===== src/rtl/ps2_keyboard_rx_if.sv =====
// rtl/ps2_keyboard_rx_if.sv - PS/2 line, clear and key-report bundle for ps2_keyboard_rx
interface ps2_keyboard_rx_if;
  logic       iPS2Clk;
  logic       iPS2Data;
  logic       iClear;
  logic [7:0] oData;
  logic       oKeyboardFlag;
  logic       oExtended;
  logic       oParityError;
  logic       oFrameError;

  modport master (
    output iPS2Clk, iPS2Data, iClear,
    input  oData, oKeyboardFlag, oExtended, oParityError, oFrameError
  );

  modport slave (
    input  iPS2Clk, iPS2Data, iClear,
    output oData, oKeyboardFlag, oExtended, oParityError, oFrameError
  );
endinterface


===== src/rtl/ps2_keyboard_rx.sv =====
// rtl/ps2_keyboard_rx.sv - PS/2 keyboard receiver reporting key releases (F0 / E0 F0 sequences)
module ps2_keyboard_rx #(
  parameter int FILTER_LEN     = 8,
  parameter int TIMEOUT_CYCLES = 100000,
  parameter int FLAG_CYCLES    = 16
) (
  input logic              Clock,
  input logic              Reset,
  ps2_keyboard_rx_if.slave bus
);

  localparam int FW = $clog2(FILTER_LEN + 1);
  localparam int GW = $clog2(FLAG_CYCLES + 1);
  localparam logic [FW-1:0] FILT_LAST = FW'(FILTER_LEN - 1);
  localparam logic [16:0]   TO_LAST   = 17'(TIMEOUT_CYCLES - 1);
  localparam logic [GW-1:0] FLAG_LAST = GW'(FLAG_CYCLES - 1);

  typedef enum logic [1:0] {IDLE, DATA, PARITY, STOP} state_e;

  state_e        state_q, state_d;
  logic          clk_s1_q, clk_s2_q, dat_s1_q, dat_s2_q;
  logic          clk_f_q, clk_f_d, dat_f_q, dat_f_d, clk_prev_q;
  logic [FW-1:0] clk_fcnt_q, clk_fcnt_d, dat_fcnt_q, dat_fcnt_d;
  logic [2:0]    bit_cnt_q, bit_cnt_d;
  logic [7:0]    shift_q, shift_d;
  logic          par_q, par_d;
  logic [16:0]   to_cnt_q, to_cnt_d;
  logic          ext_pend_q, ext_pend_d, brk_pend_q, brk_pend_d;
  logic [7:0]    data_q, data_d, pend_data_q, pend_data_d;
  logic          ext_q, ext_d, pend_ext_q, pend_ext_d;
  logic          flag_q, flag_d, restart_q, restart_d;
  logic [GW-1:0] gcnt_q, gcnt_d;
  logic          perr_q, perr_d, ferr_q, ferr_d;

  logic fall, timeout, start_bit, shift_en, par_en, stop_en, count_en;
  logic frame_ok, report;

  // A filtered level only moves after FILTER_LEN straight samples of the opposite level
  always_comb begin
    clk_f_d    = clk_f_q;
    clk_fcnt_d = '0;
    if (clk_s2_q != clk_f_q) begin
      if (clk_fcnt_q == FILT_LAST) clk_f_d = clk_s2_q;
      else                         clk_fcnt_d = clk_fcnt_q + 1'b1;
    end
    dat_f_d    = dat_f_q;
    dat_fcnt_d = '0;
    if (dat_s2_q != dat_f_q) begin
      if (dat_fcnt_q == FILT_LAST) dat_f_d = dat_s2_q;
      else                         dat_fcnt_d = dat_fcnt_q + 1'b1;
    end
  end

  assign fall    = clk_prev_q & ~clk_f_q;
  assign timeout = (state_q != IDLE) && !fall && (to_cnt_q == TO_LAST);

  always_ff @(posedge Clock or posedge Reset) begin
    if (Reset) state_q <= IDLE;
    else       state_q <= state_d;
  end

  always_comb begin
    state_d = state_q;
    if (timeout) begin
      state_d = IDLE;
    end else if (fall) begin
      case (state_q)
        IDLE:    if (!dat_f_q) state_d = DATA;
        DATA:    if (bit_cnt_q == 3'd7) state_d = PARITY;
        PARITY:  state_d = STOP;
        STOP:    state_d = IDLE;
        default: state_d = IDLE;
      endcase
    end
  end

  always_comb begin
    start_bit = fall && (state_q == IDLE) && !dat_f_q;
    shift_en  = fall && (state_q == DATA);
    par_en    = fall && (state_q == PARITY);
    stop_en   = fall && (state_q == STOP);
    count_en  = (state_q != IDLE);
  end

  assign frame_ok = stop_en && dat_f_q && (^{shift_q, par_q});
  assign report   = frame_ok && brk_pend_q && (shift_q != 8'hE0) && (shift_q != 8'hF0);

  always_comb begin
    bit_cnt_d = bit_cnt_q;
    shift_d   = shift_q;
    par_d     = par_q;
    if (start_bit) bit_cnt_d = '0;
    if (shift_en) begin
      bit_cnt_d = bit_cnt_q + 1'b1;
      shift_d   = {dat_f_q, shift_q[7:1]};
    end
    if (par_en) par_d = dat_f_q;
    to_cnt_d = (fall || !count_en || timeout) ? '0 : to_cnt_q + 1'b1;
    perr_d   = stop_en && dat_f_q && !(^{shift_q, par_q});
    ferr_d   = (stop_en && !dat_f_q) || timeout;

    ext_pend_d = ext_pend_q;
    brk_pend_d = brk_pend_q;
    if (frame_ok) begin
      if (shift_q == 8'hE0)      ext_pend_d = 1'b1;
      else if (shift_q == 8'hF0) brk_pend_d = 1'b1;
      else begin
        ext_pend_d = 1'b0;
        brk_pend_d = 1'b0;
      end
    end
  end

  // oData only changes when the flag rises, so each falling edge sees its own report
  always_comb begin
    data_d      = data_q;
    ext_d       = ext_q;
    pend_data_d = pend_data_q;
    pend_ext_d  = pend_ext_q;
    flag_d      = flag_q;
    gcnt_d      = gcnt_q;
    restart_d   = 1'b0;
    if (report) begin
      if (flag_q || restart_q) begin
        flag_d      = 1'b0;
        pend_data_d = shift_q;
        pend_ext_d  = ext_pend_q;
        restart_d   = 1'b1;
      end else begin
        data_d = shift_q;
        ext_d  = ext_pend_q;
        flag_d = 1'b1;
        gcnt_d = FLAG_LAST;
      end
    end else if (restart_q) begin
      data_d = pend_data_q;
      ext_d  = pend_ext_q;
      flag_d = 1'b1;
      gcnt_d = FLAG_LAST;
    end else if (flag_q) begin
      if (bus.iClear || gcnt_q == '0) flag_d = 1'b0;
      else                            gcnt_d = gcnt_q - 1'b1;
    end
  end

  always_ff @(posedge Clock or posedge Reset) begin
    if (Reset) begin
      clk_s1_q    <= 1'b1;
      clk_s2_q    <= 1'b1;
      dat_s1_q    <= 1'b1;
      dat_s2_q    <= 1'b1;
      clk_f_q     <= 1'b1;
      dat_f_q     <= 1'b1;
      clk_prev_q  <= 1'b1;
      clk_fcnt_q  <= '0;
      dat_fcnt_q  <= '0;
      bit_cnt_q   <= '0;
      shift_q     <= '0;
      par_q       <= 1'b0;
      to_cnt_q    <= '0;
      ext_pend_q  <= 1'b0;
      brk_pend_q  <= 1'b0;
      data_q      <= '0;
      ext_q       <= 1'b0;
      pend_data_q <= '0;
      pend_ext_q  <= 1'b0;
      flag_q      <= 1'b0;
      restart_q   <= 1'b0;
      gcnt_q      <= '0;
      perr_q      <= 1'b0;
      ferr_q      <= 1'b0;
    end else begin
      clk_s1_q    <= bus.iPS2Clk;
      clk_s2_q    <= clk_s1_q;
      dat_s1_q    <= bus.iPS2Data;
      dat_s2_q    <= dat_s1_q;
      clk_f_q     <= clk_f_d;
      dat_f_q     <= dat_f_d;
      clk_prev_q  <= clk_f_q;
      clk_fcnt_q  <= clk_fcnt_d;
      dat_fcnt_q  <= dat_fcnt_d;
      bit_cnt_q   <= bit_cnt_d;
      shift_q     <= shift_d;
      par_q       <= par_d;
      to_cnt_q    <= to_cnt_d;
      ext_pend_q  <= ext_pend_d;
      brk_pend_q  <= brk_pend_d;
      data_q      <= data_d;
      ext_q       <= ext_d;
      pend_data_q <= pend_data_d;
      pend_ext_q  <= pend_ext_d;
      flag_q      <= flag_d;
      restart_q   <= restart_d;
      gcnt_q      <= gcnt_d;
      perr_q      <= perr_d;
      ferr_q      <= ferr_d;
    end
  end

  assign bus.oData         = data_q;
  assign bus.oExtended     = ext_q;
  assign bus.oKeyboardFlag = flag_q;
  assign bus.oParityError  = perr_q;
  assign bus.oFrameError   = ferr_q;

endmodule


===== src/flat_wrapper.sv =====
// flat-port wrapper written by rule: the top's interface ports become plain ports
module ps2_keyboard_rx_flat 
#(
  parameter int FILTER_LEN     = 8,
  parameter int TIMEOUT_CYCLES = 100000,
  parameter int FLAG_CYCLES    = 16
)
  (Clock, Reset, bus_iPS2Clk, bus_iPS2Data, bus_iClear, bus_oData, bus_oKeyboardFlag, bus_oExtended, bus_oParityError, bus_oFrameError);
  ps2_keyboard_rx_if bus_i ();
  input logic Clock;
  input logic Reset;
  input wire logic [$bits(bus_i.iPS2Clk)-1:0] bus_iPS2Clk;
  input wire logic [$bits(bus_i.iPS2Data)-1:0] bus_iPS2Data;
  input wire logic [$bits(bus_i.iClear)-1:0] bus_iClear;
  output wire logic [$bits(bus_i.oData)-1:0] bus_oData;
  output wire logic [$bits(bus_i.oKeyboardFlag)-1:0] bus_oKeyboardFlag;
  output wire logic [$bits(bus_i.oExtended)-1:0] bus_oExtended;
  output wire logic [$bits(bus_i.oParityError)-1:0] bus_oParityError;
  output wire logic [$bits(bus_i.oFrameError)-1:0] bus_oFrameError;
  assign bus_i.iPS2Clk = bus_iPS2Clk;
  assign bus_i.iPS2Data = bus_iPS2Data;
  assign bus_i.iClear = bus_iClear;
  assign bus_oData = bus_i.oData;
  assign bus_oKeyboardFlag = bus_i.oKeyboardFlag;
  assign bus_oExtended = bus_i.oExtended;
  assign bus_oParityError = bus_i.oParityError;
  assign bus_oFrameError = bus_i.oFrameError;
  ps2_keyboard_rx #(.FILTER_LEN(FILTER_LEN), .TIMEOUT_CYCLES(TIMEOUT_CYCLES), .FLAG_CYCLES(FLAG_CYCLES)) u_core (.Clock(Clock), .Reset(Reset), .bus(bus_i));
endmodule

===== config.mk =====
export PLATFORM = sky130hd
export DESIGN_NAME = ps2_keyboard_rx_flat
export DESIGN_NICKNAME = d
export VERILOG_FILES = /design/src/rtl/ps2_keyboard_rx_if.sv /design/src/rtl/ps2_keyboard_rx.sv /design/src/flat_wrapper.sv
export SDC_FILE = /design/constraint.sdc
export NUM_CORES = 1
export LEC_CHECK = 0
export BUFFER_PORTS_ARGS = -buffer_cell sky130_fd_sc_hd__buf_2
export CORE_ASPECT_RATIO = 0.9
export CORE_UTILIZATION = 35
export DETAILED_ROUTE_END_ITERATION = 6
export GPL_ROUTABILITY_DRIVEN = 0
export SETUP_SLACK_MARGIN = 0.3
export SYNTH_ARGS = -nofsm -noshare
export SYNTH_HDL_FRONTEND = slang
export SYNTH_SLANG_ARGS = --single-unit
export TNS_END_PERCENT = 50

===== constraint.sdc =====
create_clock -name Clock -period 3.1 [get_ports Clock]
set_input_delay 0.155 -clock Clock [delete_from_list [all_inputs] [get_ports Clock]]
set_output_delay 0.155 -clock Clock [all_outputs]
set_load 0.1 [all_outputs]

* Yosys cells after proc, flatten, opt, wreduce, memory -nomap -nowiden
Cells that the tools add are included.
Storage, ports and cells: register bits 75, input bits 5, output and inout port bits 12, logic and storage cells 123
Operators by class: $add $sub $neg 5, eq/ne operators 18, mux-type cells 33, bitwise operators 3, reduce and logical (&&, ||, !) cells 39
Operator list (number):
- $mux W5 | 5
- $mux W8 | 3
- $add A17 B1 Y17 const B | 1
- $eq A17 B17 Y1 const B | 1
- $mux W17 | 1
- $eq A8 B8 Y1 const B | 2
- $mux W4 | 4
- $ne A8 B8 Y1 const B | 2
- $logic_and A1 B1 Y1 | 14
- $mux W1 | 13
- $reduce_and A2 Y1 | 6
- $reduce_xor A9 Y1 | 1
- $add A4 B1 Y4 const B | 2
- $eq A4 B3 Y1 const B | 2
- $mux W2 | 4
- $pmux W2 S4 | 1
- $reduce_bool A2 Y1 | 4
- $mux W3 | 2
- $ne A3 B1 Y1 const B | 2
- $reduce_and A3 Y1 | 2
- $logic_not A5 Y1 | 1
- $logic_or A1 B1 Y1 | 5
- $sub A5 B1 Y5 const B | 1
- $eq A2 B2 Y1 const B | 2
- 12 further kinds | 17

* Depth between registers and ports, before layout
word-level depth 10, depth in mapped cells 9, depth with buffers taken out 7

* Worst setup path before layout
No wires, ideal clock.
kind reg-to-reg, start point register u_core.flag_q, in the netlist u_core.bus.oKeyboardFlag, end point register u_core.gcnt_q[4], setup time 0.121 ns, data arrival time 2.408 ns, data required time 2.979 ns, setup slack 0.571 ns, stages on the path, launching flop included 7, path buffers 1, clock period less this slack 2.529 ns, cell sequence dfrtp_1 buf_2 inv_1 a311oi_1 nand3_1 xnor2_1 a22o_1
On the way: cells in the longest elaborated chain, start to end 3, elaborated cells on any way between the ends 4, classes of those cells 1 x eq/ne; 3 x reduce/logical
Ends and longest elaborated chain:
- from (decl) | RTL line ps2_keyboard_rx.sv:31 | logic flag_q, flag_d, restart_q, restart_d;
- from (signal assigned) | RTL line ps2_keyboard_rx.sv:192 | flag_q <= flag_d;
- $logic_or A1 B1 Y1 | RTL line ps2_keyboard_rx.sv:124 | if (flag_q || restart_q) begin
- $ne A2 B2 Y1 (no line)
- $reduce_and A3 Y1 (no line) *
- to (signal assigned) | RTL line ps2_keyboard_rx.sv:194 | gcnt_q <= gcnt_d;
- to (decl) | RTL line ps2_keyboard_rx.sv:32 | logic [GW-1:0] gcnt_q, gcnt_d;
Every way passes the cells marked *; elsewhere a longest branch is shown, timed or not. A chain may end at the register's enable or synchronous reset.

* Worst setup path after layout
Same ends and word-level chain as after synthesis.

==> flow_metrics.py <==
metrics = {
    "floorplanning": {
        "fp.dieH_um": 98.03,
        "die_width_um": 108.7,
        "start_util_pct": 36.49,
        "row_count": 34,
        "dieArea_um2": 10650,
        "io-pin-count": 17,
        "core_area_um2": 9827,
    },
    "power_and_ir_drop": {
        "clkPwrFrac_pct": 41.6,
        "internal_power_uw": 2010,
        "irDropWorstVdd_v": 0.0002612,
        "combPwrFrac_pct": 15.5,
        "sequentialPowerShare_pct": 42.8,
        "leakage_uw": 0.001861,
        "power_switching_uw": 723.2,
        "power-per-cell-area_nw_per_um2": 659.5,
        "switching_share_pct": 26.46,
    },
    "worst_setup_path": {
        "critPathCaptureType": "flip-flop",
        "arrival_ns": 2.53,
        "required_ns": 3.33,
        "crit_type": "flip-flop to flip-flop",
        "cp-start-kind": "flip-flop",
        "crit_fanout": 11,
    },
    "min_path": {
        "hold_path.class": "input port to async pin",
    },
    "synth": {
        "synth_most_common_cell": "dfrtp_1",
        "yosysTopAreaCellShare_pct": 47.45,
        "synthTopCellsByCount": "dfrtp_1, nand2_1, nor2_1, o21ai_0",
        "synth_cells": 318,
        "async_flop_share_pct": 100.0,
        "avgSynthCellArea_um2": 11.28,
        "yosysSeqAreaShare_pct": 52.58,
        "synth_top_area_cell": "dfrtp_1",
        "ys_top_cells_by_area": "dfrtp_1, dfstp_2, ha_1",
        "syn_area_um2": 3586,
        "ys_types": 52,
        "syn_nets": 335,
        "synth-seq-cells": 75,
        "yosys_warnings": 0,
        "synth_edf_count": 0,
        "synth_ff_type": "dfrtp_1",
    },
    "cts": {
        "htreeDepth": 3,
        "clk_transition_reported_paths_ns": 0.06,
        "clock-sinks": 75,
        "numCtsBuffers": 9,
        "cts_setup_buffers": 0,
        "cts_root_buffer": "clkbuf_16",
        "clockBufferDepth": 2,
        "clkLatencyLatePin_ns": 0.33,
        "cts_tree": "yes",
    },
    "sta": {
        "finalSetupViolCount": 0,
        "period_minus_slack_ns": 2.303,
        "maxSlewHeadroom_pct": 41.05,
        "tns_ns": 0,
        "skew_ns": 0.009223,
        "hold_viol": 28,
        "drv_slew": 0,
        "fmaxAchievable_mhz": 434.1,
        "hold_ws_ns": -0.01780,
        "rsz0062_at_grt": "no",
        "worst_pin_slew_ns": 0.8784,
        "finalCritPeriodShare_pct": 74.30,
    },
    "flow_run": {
        "max-cap-violations": 0,
    },
    "placement": {
        "place.detailed.instances": 452,
        "port_buffers": 16,
        "dp_hpwl_mm": 4.301,
        "postPlaceCellArea_um2": 3794,
    },
    "drt": {
        "viasPerCell": 5.021,
        "via_count": 2360,
        "drt_wl_total_mm": 6.468,
        "dr.pass1.iters": 4,
        "wl_per_cell_um": 13.76,
        "drc": 0,
        "first_iter_violations": 104,
        "drtAntennaViolNets": 0,
    },
    "layout": {
        "fillers": 902,
        "final_nets": 356,
        "drive_gt1_share_pct": 19.77,
        "final_cells": 470,
        "areaGrowthSynthToFinish_pct": 15.56,
        "fin_area_um2": 4144,
        "antennaDiodeCount": 0,
    },
    "global_route": {
        "grt_max_degree": 39,
        "grt_pass1_wl_mm": 11.23,
        "first_global_vias": 2331,
        "overflow": 0,
        "gr-usage-all-layers_pct": 13.74,
        "antenna_found_initial": 0,
    },
    "status": {
        "violations": "negative hold slack",
        "status": "complete, but fails checks",
    },
}
[kinds of logic after synthesis]
| logic type | Yosys count | synth area share (%) |
|---|---|---|
| compound gates | 54 | 10.82 |
| flops | 75 | 52.58 |
| xor+xnor | 30 | 8.758 |
| fa+ha+maj | 12 | 4.187 |
| mux | 19 | 6.769 |
| simple gates | 103 | 13.54 |
| buf+inv | 25 | 3.350 |
[routing by layer]
layer  GRT usage (%)  vias to the layer above  wire length [um]
met2           20.20                       32              2882
met3           4.806                        9               251
met4           4.782                        0                97
li1                -                     1165                 -
met5               0                        -                 0
met1           18.72                     1154              3236
[power groups by stage]
stage / combinational [uW] / clock, uW / sequential (uW)
floorplan: 332 / 0 / 1170
global placement: 420 / 0 / 1180
detailed placement: 431 / 0 / 1190
CTS: 433 / 1170 / 1170
global route: 487 / 1220 / 1190
finish: 424 / 1140 / 1170
[metrics by stage]
| step | worst slack [ns] | total power, uW | utilization (%) |
|---|---|---|---|
| final | 0.7966 | 2733 | 42.17 |
| after global routing | 0.5843 | 2895 | 42.17 |
| after CTS | 0.7801 | 2775 | 42.17 |
| after detailed placement | 0.7877 | 1619 | 38.60 |
| after global placement | 0.8553 | 1604 | 38.60 |
| after floorplan | 0.5714 | 1504 | - |
[final timing paths]
kind                                          start                        to  slack, ns  depth (start not counted)
max in group asynchronous                     Reset           u_core.dat_s2_q       2.39                          3
setup reg to reg           u_core.bus.oKeyboardFlag          u_core.gcnt_q[4]       0.80                          5
min in group Clock                       bus_iClear  u_core.bus.oKeyboardFlag       0.25                          4
setup / recovery           u_core.bus.oKeyboardFlag          u_core.gcnt_q[4]       0.80                          5
hold reg to reg                     u_core.clk_s1_q           u_core.clk_s2_q       0.36                          0
hold / removal                                Reset          u_core.gcnt_q[3]      -0.02                          2
[what timing repair did]
action                    in CTS  in global routing
hold endpoints to repair       2                  0
hold buffers                   2                  0
resized for setup              0                  0
[worst max-delay path, cell delays in order, from the launching register on]
cell      delay [ns]
dfrtp_1         0.61
inv_1           0.27
a311oi_1        0.74
nand3_1         0.21
xnor2_1         0.17
a22o_1          0.19
[layout make-up]
cell class | instances | area, um2 | share of cell area (%)
Clock buffer | 12 | 256.5 | 6.190
Clock inverter | 4 | 73.82 | 1.781
Inverter | 14 | 55.05 | 1.329
Multi-Input combinational cell | 218 | 1580 | 38.13
Sequential cell | 75 | 1886 | 45.50
Tap cell | 126 | 157.7 | 3.804
Timing Repair Buffer | 21 | 135.1 | 3.261
[sequential cells by signal (all words and copies together) (netlist names), 2 cells and up]
signal,count
u_core.dat_fcnt_q,4
u_core.bus.oData,8
u_core.pend_data_q,8
u_core.to_cnt_q,17
u_core.gcnt_q,5
u_core.clk_fcnt_q,4
u_core.bit_cnt_q,3
u_core.shift_q,8
u_core.state_q,2
[placed cells by master, fill, tap and decap left out, types with 2 or more instances in the layout]
cell	Yosys	routed
buf_2	3	16
inv_1	13	12
nand3b_1	2	2
nor4_1	2	2
nand4b_1	2	2
a22oi_1	3	3
clkbuf_16	0	9
o2111ai_1	2	2
dlygate4sd3_1	0	2
nor2b_1	5	5
bufinv_16	0	2
a21oi_1	2	2
dfstp_2	7	7
a32o_1	3	3
nor3_1	8	8
nor2_1	31	31
a2bb2oi_1	2	2
a31oi_1	9	9
mux2_4	5	5
o221a_2	2	2
buf_4	1	2
a32oi_1	6	6
clkbuf_8	0	2
nor4b_1	2	2
mux2_2	12	12
nand2_1	31	31
xnor2_1	13	13
ha_1	12	12
nand3_1	10	10
nand4_1	4	4
dfrtp_1	68	68
o21ai_0	17	17
xor2_1	13	13
No activity file was read; power rests on OpenSTA's default activity.
